<file path="src/rtl/fp16_pkg.sv">
// Shared binary16 constants, FSM state type and field-unpack helper for the
// half-precision multiplier.
package fp16_pkg;

   localparam int EXP_W  = 5;
   localparam int FRAC_W = 10;
   localparam int BIAS   = 15;

   localparam logic [15:0] QNAN = 16'h7E00;
   localparam logic [15:0] INF  = 16'h7C00;

   typedef enum logic [1:0] {
      CAPTURE = 2'd0,
      MULT    = 2'd1,
      NORM    = 2'd2,
      ROUND   = 2'd3
   } state_t;

   typedef struct packed {
      logic              sign;
      logic [EXP_W-1:0]  exp;
      logic [FRAC_W-1:0] frac;
   } fp16_t;

   function automatic fp16_t fp16_unpack(input logic [15:0] x);
      fp16_t f;
      f.sign = x[15];
      f.exp  = x[14:10];
      f.frac = x[9:0];
      return f;
   endfunction

endpackage

</file>
<file path="src/rtl/fp16_round_pack.sv">
// Combinational round-to-nearest-even, range check and special-case packing
// of a normalised binary16 product.
module fp16_round_pack
   import fp16_pkg::*;
(
   input  logic        i_sign,
   input  logic [6:0]  i_exp,
   input  logic [9:0]  i_frac,
   input  logic        i_guard,
   input  logic        i_round,
   input  logic        i_sticky,
   input  logic        i_nan,
   input  logic        i_inf,
   input  logic        i_zero,
   output logic [15:0] o_result
);

   logic               w_round_up;
   logic [10:0]        w_sum;
   logic signed [6:0]  w_exp_adj;

   assign w_round_up = i_guard & (i_round | i_sticky | i_frac[0]);
   assign w_sum      = {1'b0, i_frac} + {10'd0, w_round_up};
   // A carry out of the fraction leaves it all-zero; only the exponent moves.
   assign w_exp_adj  = i_exp + {6'd0, w_sum[10]};

   always_comb begin
      o_result = {i_sign, 15'd0};
      if (i_nan || (i_inf && i_zero)) begin
         o_result = QNAN;
      end else if (i_inf) begin
         o_result = {i_sign, INF[14:0]};
      end else if (i_zero) begin
         o_result = {i_sign, 15'd0};
      end else if (w_exp_adj >= 7'sd31) begin
         o_result = {i_sign, INF[14:0]};
      end else if (w_exp_adj <= 7'sd0) begin
         o_result = {i_sign, 15'd0};
      end else begin
         o_result = {i_sign, w_exp_adj[4:0], w_sum[9:0]};
      end
   end

endmodule

</file>
<file path="src/rtl/my_float_mult.sv">
// Free-running binary16 multiplier: CAPTURE -> MULT -> NORM -> ROUND, one
// result with a single-cycle done pulse every four clocks.
module my_float_mult
   import fp16_pkg::*;
#(
   parameter int SIZE = 16
) (
   input  logic            clk_44,
   input  logic            reset_44,
   input  logic [SIZE-1:0] multIn1_44,
   input  logic [SIZE-1:0] multIn2_44,
   output logic [SIZE-1:0] multOut_44,
   output logic            d_o_44
);

   state_t      r_state;
   logic [15:0] r_a;
   logic [15:0] r_b;
   logic        r_sign;
   logic [6:0]  r_exp;
   logic [21:0] r_prod;
   logic        r_nan;
   logic        r_inf;
   logic        r_zero;
   logic [9:0]  r_frac;
   logic        r_guard;
   logic        r_round;
   logic        r_sticky;
   logic [15:0] r_out;
   logic        r_done;

   fp16_t       w_ua;
   fp16_t       w_ub;
   logic        w_a_zero, w_b_zero;
   logic        w_a_inf,  w_b_inf;
   logic        w_a_nan,  w_b_nan;
   logic [21:0] w_prod;
   logic [15:0] w_result;

   assign w_ua = fp16_unpack(r_a);
   assign w_ub = fp16_unpack(r_b);

   // Exponent field 0 covers both true zero and flushed subnormals.
   assign w_a_zero = (w_ua.exp == 5'd0);
   assign w_b_zero = (w_ub.exp == 5'd0);
   assign w_a_inf  = (w_ua.exp == 5'd31) && (w_ua.frac == 10'd0);
   assign w_b_inf  = (w_ub.exp == 5'd31) && (w_ub.frac == 10'd0);
   assign w_a_nan  = (w_ua.exp == 5'd31) && (w_ua.frac != 10'd0);
   assign w_b_nan  = (w_ub.exp == 5'd31) && (w_ub.frac != 10'd0);

   assign w_prod = {11'd0, 1'b1, w_ua.frac} * {11'd0, 1'b1, w_ub.frac};

   fp16_round_pack u_round_pack (
      .i_sign   (r_sign),
      .i_exp    (r_exp),
      .i_frac   (r_frac),
      .i_guard  (r_guard),
      .i_round  (r_round),
      .i_sticky (r_sticky),
      .i_nan    (r_nan),
      .i_inf    (r_inf),
      .i_zero   (r_zero),
      .o_result (w_result)
   );

   always_ff @(posedge clk_44 or negedge reset_44) begin
      if (!reset_44) begin
         r_state  <= CAPTURE;
         r_a      <= 16'd0;
         r_b      <= 16'd0;
         r_sign   <= 1'b0;
         r_exp    <= 7'd0;
         r_prod   <= 22'd0;
         r_nan    <= 1'b0;
         r_inf    <= 1'b0;
         r_zero   <= 1'b0;
         r_frac   <= 10'd0;
         r_guard  <= 1'b0;
         r_round  <= 1'b0;
         r_sticky <= 1'b0;
         r_out    <= 16'd0;
         r_done   <= 1'b0;
      end else begin
         case (r_state)
            CAPTURE: begin
               r_a     <= multIn1_44[15:0];
               r_b     <= multIn2_44[15:0];
               r_done  <= 1'b0;
               r_state <= MULT;
            end
            MULT: begin
               r_sign  <= w_ua.sign ^ w_ub.sign;
               r_exp   <= {2'd0, w_ua.exp} + {2'd0, w_ub.exp} - 7'(BIAS);
               r_prod  <= w_prod;
               r_nan   <= w_a_nan | w_b_nan;
               r_inf   <= w_a_inf | w_b_inf;
               r_zero  <= w_a_zero | w_b_zero;
               r_state <= NORM;
            end
            NORM: begin
               // Significand product lies in [1,4); bit21 means [2,4).
               if (r_prod[21]) begin
                  r_exp    <= r_exp + 7'd1;
                  r_frac   <= r_prod[20:11];
                  r_guard  <= r_prod[10];
                  r_round  <= r_prod[9];
                  r_sticky <= |r_prod[8:0];
               end else begin
                  r_frac   <= r_prod[19:10];
                  r_guard  <= r_prod[9];
                  r_round  <= r_prod[8];
                  r_sticky <= |r_prod[7:0];
               end
               r_state <= ROUND;
            end
            ROUND: begin
               r_out   <= w_result;
               r_done  <= 1'b1;
               r_state <= CAPTURE;
            end
            default: r_state <= CAPTURE;
         endcase
      end
   end

   assign multOut_44 = r_out;
   assign d_o_44     = r_done;

endmodule

</file>
<file path="config.mk">
export PLATFORM = sky130hd
export DESIGN_NAME = my_float_mult
export DESIGN_NICKNAME = d
export VERILOG_FILES = /design/src/rtl/fp16_pkg.sv /design/src/rtl/fp16_round_pack.sv /design/src/rtl/my_float_mult.sv
export SDC_FILE = /design/constraint.sdc
export NUM_CORES = 1
export LEC_CHECK = 0
export ABC_AREA = 1
export CAP_MARGIN = 20
export CORE_MARGIN = 5
export CORE_UTILIZATION = 45
export CTS_CLUSTER_SIZE = 40
export DETAILED_ROUTE_END_ITERATION = 10
export GPL_ROUTABILITY_DRIVEN = 0
export MAX_ROUTING_LAYER = met4
export PLACE_DENSITY = 0.6
export SLEW_MARGIN = 20
export SYNTH_ARGS = -nofsm -noshare
export SYNTH_HDL_FRONTEND = slang
export SYNTH_SLANG_ARGS = --single-unit
</file>
<file path="constraint.sdc">
create_clock -name clk_44 -period 9.94 [get_ports clk_44]
set_clock_uncertainty 0.1 [all_clocks]
set_input_delay 0.994 -clock clk_44 [delete_from_list [all_inputs] [get_ports clk_44]]
set_output_delay 0.994 -clock clk_44 [all_outputs]
set_load 0.02 [all_outputs]
</file>
Yosys cells after proc, flatten, opt, wreduce, memory -nomap -nowiden:

Index checks and enable logic that the tools add are counted.

* memories kept: 0
* latch bits: 0
* memory bits (writable): 0
* memory bits (read-only): 0
* word-level logic and storage cells: 67
* flip-flop bits (word level): 97

* order comparisons: 2
* divide/modulo/power cells: 0
* equal/unequal tests: 6
* reductions and logical operators: 18
* muxes and demuxes: 13
* add/sub/neg operators: 5
* bitwise gates (word level): 7
* shifts and indexed selects: 0
* multiply operators: 1

Operator list (count)
* 2-to-1 mux 15 bit: 4
* multiplier 11 x 11 -> 22 bit: 1
* zero test 10 bit: 2
* nonzero test 10 bit: 2
* 2-to-1 mux 16 bit: 1
* one-hot mux 7 bit (2 select lines): 1
* adder 10 x 1 -> 11 bit: 1
* == test 5 bit, second input constant: 2
* zero test 5 bit: 2
* 2-to-1 mux 10 bit: 1
* OR reduction 9 bit: 1
* one-hot mux 2 bit (4 select lines): 1
* OR reduction 8 bit: 1
* adder 7 x 1 -> 7 bit: 1
* adder 7 x 1 -> 7 bit, second input constant: 1
* >= comparator 7 x 6 -> 1 bit, second input constant: 1
* less-or-equal comparator 7 x 1 -> 1 bit, second input constant: 1
* 2-to-1 mux 7 bit: 1
* subtractor 6 x 4 -> 7 bit, second input constant: 1
* adder 5 x 5 -> 6 bit: 1
* logical AND 1 bit: 5
* bitwise OR 1 bit: 5
* == test 2 bit, second input constant: 2
* nonzero test 2 bit: 2
* 9 further kinds: 11

Longest topological paths before layout:

Gate-level depths: netlist (run 1).

* word-level depth: 11
* mapped depth: 24
* depth with buffers taken out: 23

By module:

Synthesis (run 1) repeated with hierarchy kept, for this count alone.

* cells, all modules: 1173
* area, all modules: 9077.5 µm²

Modules (own cells, without submodules)
* my_float_mult: instances 1, area an instance 8429.3 µm², cells an instance 1044
* fp16_round_pack: instances 1, area an instance 648.1 µm², cells an instance 129

Worst setup path after synthesis (run 1):

Ideal clock, no wire load.

* path type: register to register
* start: reg r_b[4]
* end: reg r_prod[12]
* buffers on the path: 1
* path slack: 5.072 ns
* library setup time: 0.132 ns
* stages on the path, launching flop included: 22
* data arrival time: 4.636 ns
* cells stage by stage: dfrtp_1 clkbuf_1 nand2_1 fa_1 inv_1 fa_1 inv_1 fa_1 inv_1 fa_1 inv_1 fa_1 inv_1 ha_1 nand2_1 nand2_1 nand2_1 nand2_1 nand3b_1 or2_2 nand3_1 o21ai_0

* cells in the longest elaborated chain, start to end: 1

RTL lines
* start, declared: RTL line my_float_mult.sv:18 `logic [15:0] r_b;`
* start signal, assigned: RTL line my_float_mult.sv:87 `r_b <= multIn2_44[15:0];`
* multiplier 11 x 11 -> 22 bit: RTL line my_float_mult.sv:51 `assign w_prod = {11'd0, 1'b1, w_ua.frac} * {11'd0, 1'b1, w_ub.frac};`
* end signal, assigned: RTL line my_float_mult.sv:94 `r_prod <= w_prod;`
* end, declared: RTL line my_float_mult.sv:21 `logic [21:0] r_prod;`

Every way passes these cells.
A chain may end at the register's enable or synchronous reset.

Worst setup path after layout (run 1):

* start: reg r_a[6]
* end: reg r_prod[12]

* cells in the longest elaborated chain, start to end: 1

RTL lines
* start, declared: RTL line my_float_mult.sv:17 `logic [15:0] r_a;`
* start signal, assigned: RTL line my_float_mult.sv:86 `r_a <= multIn1_44[15:0];`
* multiplier 11 x 11 -> 22 bit: RTL line my_float_mult.sv:51

Every way passes these cells.

==> run metrics, run 1 <==
run status=completed; fraction of final layout cells sized beyond drive strength 1=0.0357; Clock Power Share=0.139; Via density=~4.9; Area contributors post-synth=sky130_fd_sc_hd__dfrtp_1, sky130_fd_sc_hd__fa_1, sky130_fd_sc_hd__nand2_1; sequential power share=0.243; minimum clock period=between 5 and 6 ns; final cycle utilization of the critical path=0.516; f_max=195 MHz; CP Max Fanout=11; clock tree sinks=97; kind of cell with the highest combined delay on the critical path=adder cells; main combinational cell family by area after synthesis=adder cells; chain of cells forming the critical path=nand2_1 -> fa_1 -> inv_1 -> fa_1 -> inv_1 -> fa_1 -> inv_1 -> fa_1 -> inv_1 -> fa_1 -> inv_1 -> ha_1 -> nand2_1 -> nand2_1 -> nand2_1 -> nand2_1 -> nand3b_1 -> or2_2 -> nand3_1 -> o21ai_0; number of flops mapped to enable cells by yosys=0; number of warnings issued by yosys=0; area share of fa/ha/maj cells after synthesis=0.289; count of state elements after synthesis=97; aggregate negative setup slack=0 ns; initial antenna violation count=0; highest-count cells in the layout ignoring fill and taps=sky130_fd_sc_hd__nand2_1, sky130_fd_sc_hd__inv_1, sky130_fd_sc_hd__dfrtp_1, sky130_fd_sc_hd__fa_1; number of placed I/O pins=51; Cell Rows=just over 50; synthesized-area fraction occupied by and/or/nand/nor cells=0.214; Peak supply drop=0.000169 V; violation count after the first detailed-route iteration=265; data arrival at the endpoint of the critical path=~5.2 ns; pre-CTS setup slack=~4.8 ns; type of element capturing the critical path=register; actual slew at the worst max-slew pin=a little under 1 ns; core region area=19500 um2; RSZ-0062 raised after global routing=false; share of the synthesized area in the top cell type=0.271; data required time at the worst endpoint=~10 ns; root buf cell=sky130_fd_sc_hd__clkbuf_16; post-synthesis async set-or-reset flop share=1.00; starting density of the core=0.459; final hold slack=about 0.37 ns; total number of vias=7036; cell internal pwr=0.00136 W; static leakage=between 5 and 6 nW; average wire per cell in the routed design=13.8 um; buffer levels on the longest clock path=2; ANT cells=0; slew margin rel.=0.353; top cell type by total area after synthesis=sky130_fd_sc_hd__dfrtp_1; I/O Buffers=50; gate count after technology mapping=1153; first-pass GRT wire length=roughly 34 mm; Max-cap violations=0; Logic pwr share=0.619; mux cell area share after synthesis=0.00377; most common cell after layout, fill and taps aside=sky130_fd_sc_hd__nand2_1; cts repair resizes=0; path type of the worst setup path=register to register; worst min-delay path category=register to register; fraction of the mapped netlist area in compound gates=0.0840; max-slew violation total from the final report=0; vertical extent of the die=151 um; endpoints failing hold=0; Net Switching=0.00125 W; number of buffer and inverter stages on the critical path=5; Die W=151 um; Post-Synthesis Mean Instance Area=roughly 7.8 um2; TritonCTS clock tree=done; post-CTS setup buffer count=0; Total Die Area=22800 um2; count of antenna-violating nets left after detailed routing=0; sequential share of the synthesized area=0.271; crit path launch type=register; slowest stage cell, crit path=sky130_fd_sc_hd__dfrtp_1; final setup margin=4.81 ns; number of nets in the final layout=1363; GRT Util Overall=0.193; Netlist Area Pre-Place=slightly below 9000 um2; maximum single-stage delay on the critical path=between 0.6 and 0.7 ns; final wirelength=19.9 mm; CTS Hold Bufs=0; Cell Count, Final, Fillers Out=1440; net switching share of the total power=0.479; TritonCTS buffer count=9; area overhead of the layout relative to synthesis=10.4%; first-pass iteration count of the detailed router=4; Clock transition at path regs=about 0.070 ns; post-synth cell types=37; Residual DRC=0; final core area utilization=0.506; vias in the first global route=roughly 6900; xor-xnor portion of the synthesized cell area=0.0147; H-tree depth reported by CTS=3; setup violators final=0; power density of the placed cells=265 nW/um2; Congestion Overflow GR=0; dpl hpwl=16.0 mm; instance count after placement with tap cells included=~1400; insertion delay to the later sink of the worst-skew pair=approximately 0.36 ns; largest net degree at the start of global routing=62; dominant register cell in the synthesized netlist=sky130_fd_sc_hd__dfrtp_1; Net Count, Synth=1345
==> worst paths after layout <==
check,startpoint,to,slack (ns),depth (start not counted)
hold / removal,r_prod[3]$_DFFE_PN0P_,r_prod[3]$_DFFE_PN0P_,0.37,2
max in group asynchronous,reset_44,r_b[12]$_DFFE_PN0N_,8.07,2
setup / recovery,r_a[6]$_DFFE_PN0N_,r_prod[12]$_DFFE_PN0P_,4.81,20
setup reg to reg,r_a[6]$_DFFE_PN0N_,r_prod[12]$_DFFE_PN0P_,4.81,20
min in group asynchronous,reset_44,multOut_44[7]$_DFFE_PN0P_,0.52,1
hold reg to reg,r_prod[3]$_DFFE_PN0P_,r_prod[3]$_DFFE_PN0P_,0.37,2
==> cells in the mapped netlist, drive strengths merged, types with 12 or more instances <==
| cell type | count |
|---|---|
| nor2 | 60 |
| clkbuf | 36 |
| nand4 | 12 |
| o21ai | 89 |
| dfrtp | 97 |
| nand2 | 309 |
| inv | 240 |
| ha | 77 |
| nand3 | 48 |
| a21oi | 26 |
| fa | 81 |
==> power groups by stage <==
stage	Combinational, W	Sequential (W)	Clock (W)
after floorplan	0.00124	0.000631	0
after global placement	0.00161	0.000639	0
after detailed placement	0.00162	0.000643	0
after CTS	0.00164	0.000636	0.000374
after global routing	0.00189	0.000655	0.000389
final	0.00162	0.000635	0.000363
==> per-layer routing <==
metal  GRT usage  part of all wire  wire length [um]  vias to the layer above
met5           -                 0                 0                        -
met2       0.309              0.47              9370                       83
met3      0.0245             0.029               585                       19
met4      0.0503             0.014               287                        0
met1       0.261              0.48              9640                     3359
li1            -                 -                 -                     3575
==> flip-flops by register name (all words and copies together) (netlist names) <==
register / count
d_o_44: 1
multOut_44: 16
r_a: 16
r_b: 16
r_exp: 7
r_frac: 10
r_guard: 1
r_inf: 1
r_nan: 1
r_prod: 22
r_round: 1
r_sign: 1
r_state: 2
r_sticky: 1
r_zero: 1
==> layout make-up <==
class	count	area (um2)
Tap cell	265	332
Timing Repair Buffer	51	505
Clock buffer	10	229
Sequential cell	97	2430
Fill cell	1955	9640
Clock inverter	5	65.1
Inverter	242	908
Multi-Input combinational cell	770	5420
==> per-stage QoR <==
step                instance area (um2)  total power, W
finish                             9890         0.00262
CTS                                9890         0.00265
detailed placement                 9590         0.00227
floorplan                          8950         0.00187
global placement                   9590         0.00225
global route                       9890         0.00294
==> worst reg2reg max path: stages (launching register included) <==
cell and delay (ns):
sky130_fd_sc_hd__dfrtp_1 0.66, sky130_fd_sc_hd__nand2_1 0.15, sky130_fd_sc_hd__fa_1 0.53, sky130_fd_sc_hd__inv_1 0.05, sky130_fd_sc_hd__fa_1 0.49, sky130_fd_sc_hd__inv_1 0.05, sky130_fd_sc_hd__fa_1 0.47, sky130_fd_sc_hd__inv_1 0.05
sky130_fd_sc_hd__fa_1 0.53, sky130_fd_sc_hd__inv_1 0.06, sky130_fd_sc_hd__fa_1 0.54, sky130_fd_sc_hd__inv_1 0.04, sky130_fd_sc_hd__ha_1 0.34, sky130_fd_sc_hd__nand2_1 0.07, sky130_fd_sc_hd__nand2_1 0.07, sky130_fd_sc_hd__nand2_1 0.06
sky130_fd_sc_hd__nand2_1 0.04, sky130_fd_sc_hd__nand3b_1 0.21, sky130_fd_sc_hd__or2_2 0.30, sky130_fd_sc_hd__nand3_1 0.06, sky130_fd_sc_hd__o21ai_0 0.10
==> logic make-up (layout without fill, tap and decap cells) <==
kind of cell	count (synthesis)	in the layout
mux	3	3
buf+inv	286	308
simple gates	456	456
flops	97	97
compound gates	138	138
fa+ha+maj	158	158
xor+xnor	15	15
(Power assumes the default switching activity.)
==> run 2, diff against run 1 <==
Settings changed: PLACE_DENSITY 0.6 to 0.62.
Clock period 9.94 ns to 4.6 ns, I/O delays scaled along.
==> run 2 against run 1 <==
The run now ends with setup timing left. Routed wire length increased by 7.1%. Flip-flop and latch count did not move. Cell count rose by 6.0%. Global-route usage grew 1.2 points. Clock power is 110% higher. Register-to-register slack got worse by 4.8 ns. Sequential power up 120%. Hold slack worse by 0.26 ns. Worst setup slack lost 4.8 ns. Die area is the same. Largest cell class unchanged.
==> run metrics, run 2 (same netlist as run 1, synthesis figures left out) <==
run status=complete, but fails checks; violations in the final reports=setup timing; max-slew violation total from the final report=0; vertical extent of the die=151 um; clock tree sinks=97; total number of vias=7432; average wire per cell in the routed design=13.9 um; setup violators final=1; Total Die Area=22800 um2; crit path launch type=register; RSZ-0062 raised after global routing=true; type of element capturing the critical path=register; area overhead of the layout relative to synthesis=21.3%; slew margin rel.=0.431; CTS Hold Bufs=0; vias in the first global route=7558; max FFs per register=22; slowest stage cell, crit path=sky130_fd_sc_hd__fa_1; H-tree depth reported by CTS=3; Cell Rows=just over 50; largest net degree at the start of global routing=65; path type of the worst setup path=register to register; final cycle utilization of the critical path=1.00; Clock transition at path regs=0.08 ns; insertion delay to the later sink of the worst-skew pair=approximately 0.36 ns; worst min-delay path category=input port to asynchronous set/reset pin; minimum setup slack among reg-to-reg paths=-0.007 ns; pre-CTS setup slack=-0.292 ns; data required time at the worst endpoint=4.74 ns; instance count after placement with tap cells included=1493; number of nets in the final layout=1449; TritonCTS clock tree=done; first-pass GRT wire length=36.1 mm; root buf cell=sky130_fd_sc_hd__clkbuf_16; data arrival at the endpoint of the critical path=4.75 ns; ANT cells=0; total area of multi-input combinational cells=5700 um2; final setup margin=-0.00747 ns; count of antenna-violating nets left after detailed routing=0; fraction of final layout cells sized beyond drive strength 1=0.158; core region area=roughly 20000 um2; chain of cells forming the critical path=nand2_1 -> fa_1 -> inv_1 -> fa_1 -> fa_2 -> fa_1 -> inv_1 -> fa_1 -> inv_1 -> ha_4 -> nand2_4 -> inv_1 -> nand2_1 -> nand2_1 -> nand3b_1 -> or2_4 -> nand3_2 -> o21ai_1; minimum clock period=4.61 ns; f_max=217 MHz; actual slew at the worst max-slew pin=0.854 ns; maximum single-stage delay on the critical path=approximately 0.53 ns; met2 GRT Util=0.349; violation count after the first detailed-route iteration=379; final core area utilization=0.556; initial antenna violation count=0; fillers=1887; static leakage=5.71 nW; buffer levels on the longest clock path=2; final wirelength=21.3 mm; I/O Buffers=50; number of placed I/O pins=51; Congestion Overflow GR=0; dpl hpwl=17.0 mm; Peak supply drop=approximately 0.00043 V; total area of sequential cells=2440 um2; TritonCTS buffer count=9; first-pass iteration count of the detailed router=4; met3 usage=0.0317; endpoints failing hold=0; highest-count cells in the layout ignoring fill and taps=sky130_fd_sc_hd__nand2_1, sky130_fd_sc_hd__inv_1, sky130_fd_sc_hd__dfrtp_1, sky130_fd_sc_hd__fa_1, sky130_fd_sc_hd__buf_4; final hold slack=0.112 ns; Max-cap violations=0; CP Max Fanout=6; starting density of the core=0.459; Die W=~150 um; most crowded layer after global routing=met2; met1 Resource Use GR=0.259; GRT Util Overall=0.205; power density of the placed cells=around 650 nW/um2; most common cell after layout, fill and taps aside=sky130_fd_sc_hd__nand2_1; Residual DRC=0; Most flops, register=r_prod; Cell Count, Final, Fillers Out=around 1500; Via density=4.87
==> run 2: layout make-up <==
cell class,instances,share of cell area
Sequential cell,97,0.225
Clock inverter,7,0.00553
Tap cell,265,0.0305
Clock buffer,9,0.0207
Timing Repair Buffer,137,0.110
Inverter,242,0.0836
Multi-Input combinational cell,770,0.525
==> run 2: stage by stage <==
step / total power [W] / setup TNS (ns) / area (um2)
after detailed placement: 0.00565 / -2.21 / 10100
after CTS: 0.00680 / -0.0136 / 10700
after floorplan: 0.00416 / 0 / 9060
final: 0.00701 / -0.00747 / 10900
after global placement: 0.00560 / -1.51 / 10100
after global routing: 0.00777 / -1.90 / 10900
==> run 2: routing by layer <==
metal | vias to the layer above | part of all wire
li1 | 3743 | -
met1 | 3579 | 0.46
met2 | 89 | 0.50
met3 | 21 | 0.031
met4 | 0 | 0.015
met5 | - | 0
==> run 2: where the power goes <==
group | internal [W] | leakage, nW | switching (W)
sequential | 0.00113 | 1.13 | 0.000241
combinational | 0.00234 | 4.44 | 0.00256
clock | 0.000379 | 0.142 | 0.000370
total | 0.00385 | 5.71 | 0.00317
==> run 2: critical path: cells and delay by family (launching register included) <==
kind                     cells  cell delay [ns]
buffers and inverters        4             0.20
AO/OA/AOI/OAI                1             0.06
adder cells (fa/ha/maj)      6             2.78
AND/OR/NAND/NOR              7             0.90
flip-flops                   1             0.45
==> run 2: final timing paths <==
check,start,end,cells after the start
setup / recovery,r_b[4]$_DFFE_PN0N_,r_prod[12]$_DFFE_PN0P_,18
hold / removal,reset_44,r_b[10]$_DFFE_PN0N_,1
setup reg to reg,r_b[4]$_DFFE_PN0N_,r_prod[12]$_DFFE_PN0P_,18
hold reg to reg,r_prod[3]$_DFFE_PN0P_,r_prod[3]$_DFFE_PN0P_,2
max in group asynchronous,reset_44,r_prod[4]$_DFFE_PN0P_,2
min in group clk_44,r_prod[3]$_DFFE_PN0P_,r_prod[3]$_DFFE_PN0P_,2
==> run 2: what timing repair did <==
action | in CTS | in global routing
resized for setup | 53 | 34
endpoints found under the setup margin | 12 | 13
pin swaps | 37 | 29
setup buffers | 10 | 8
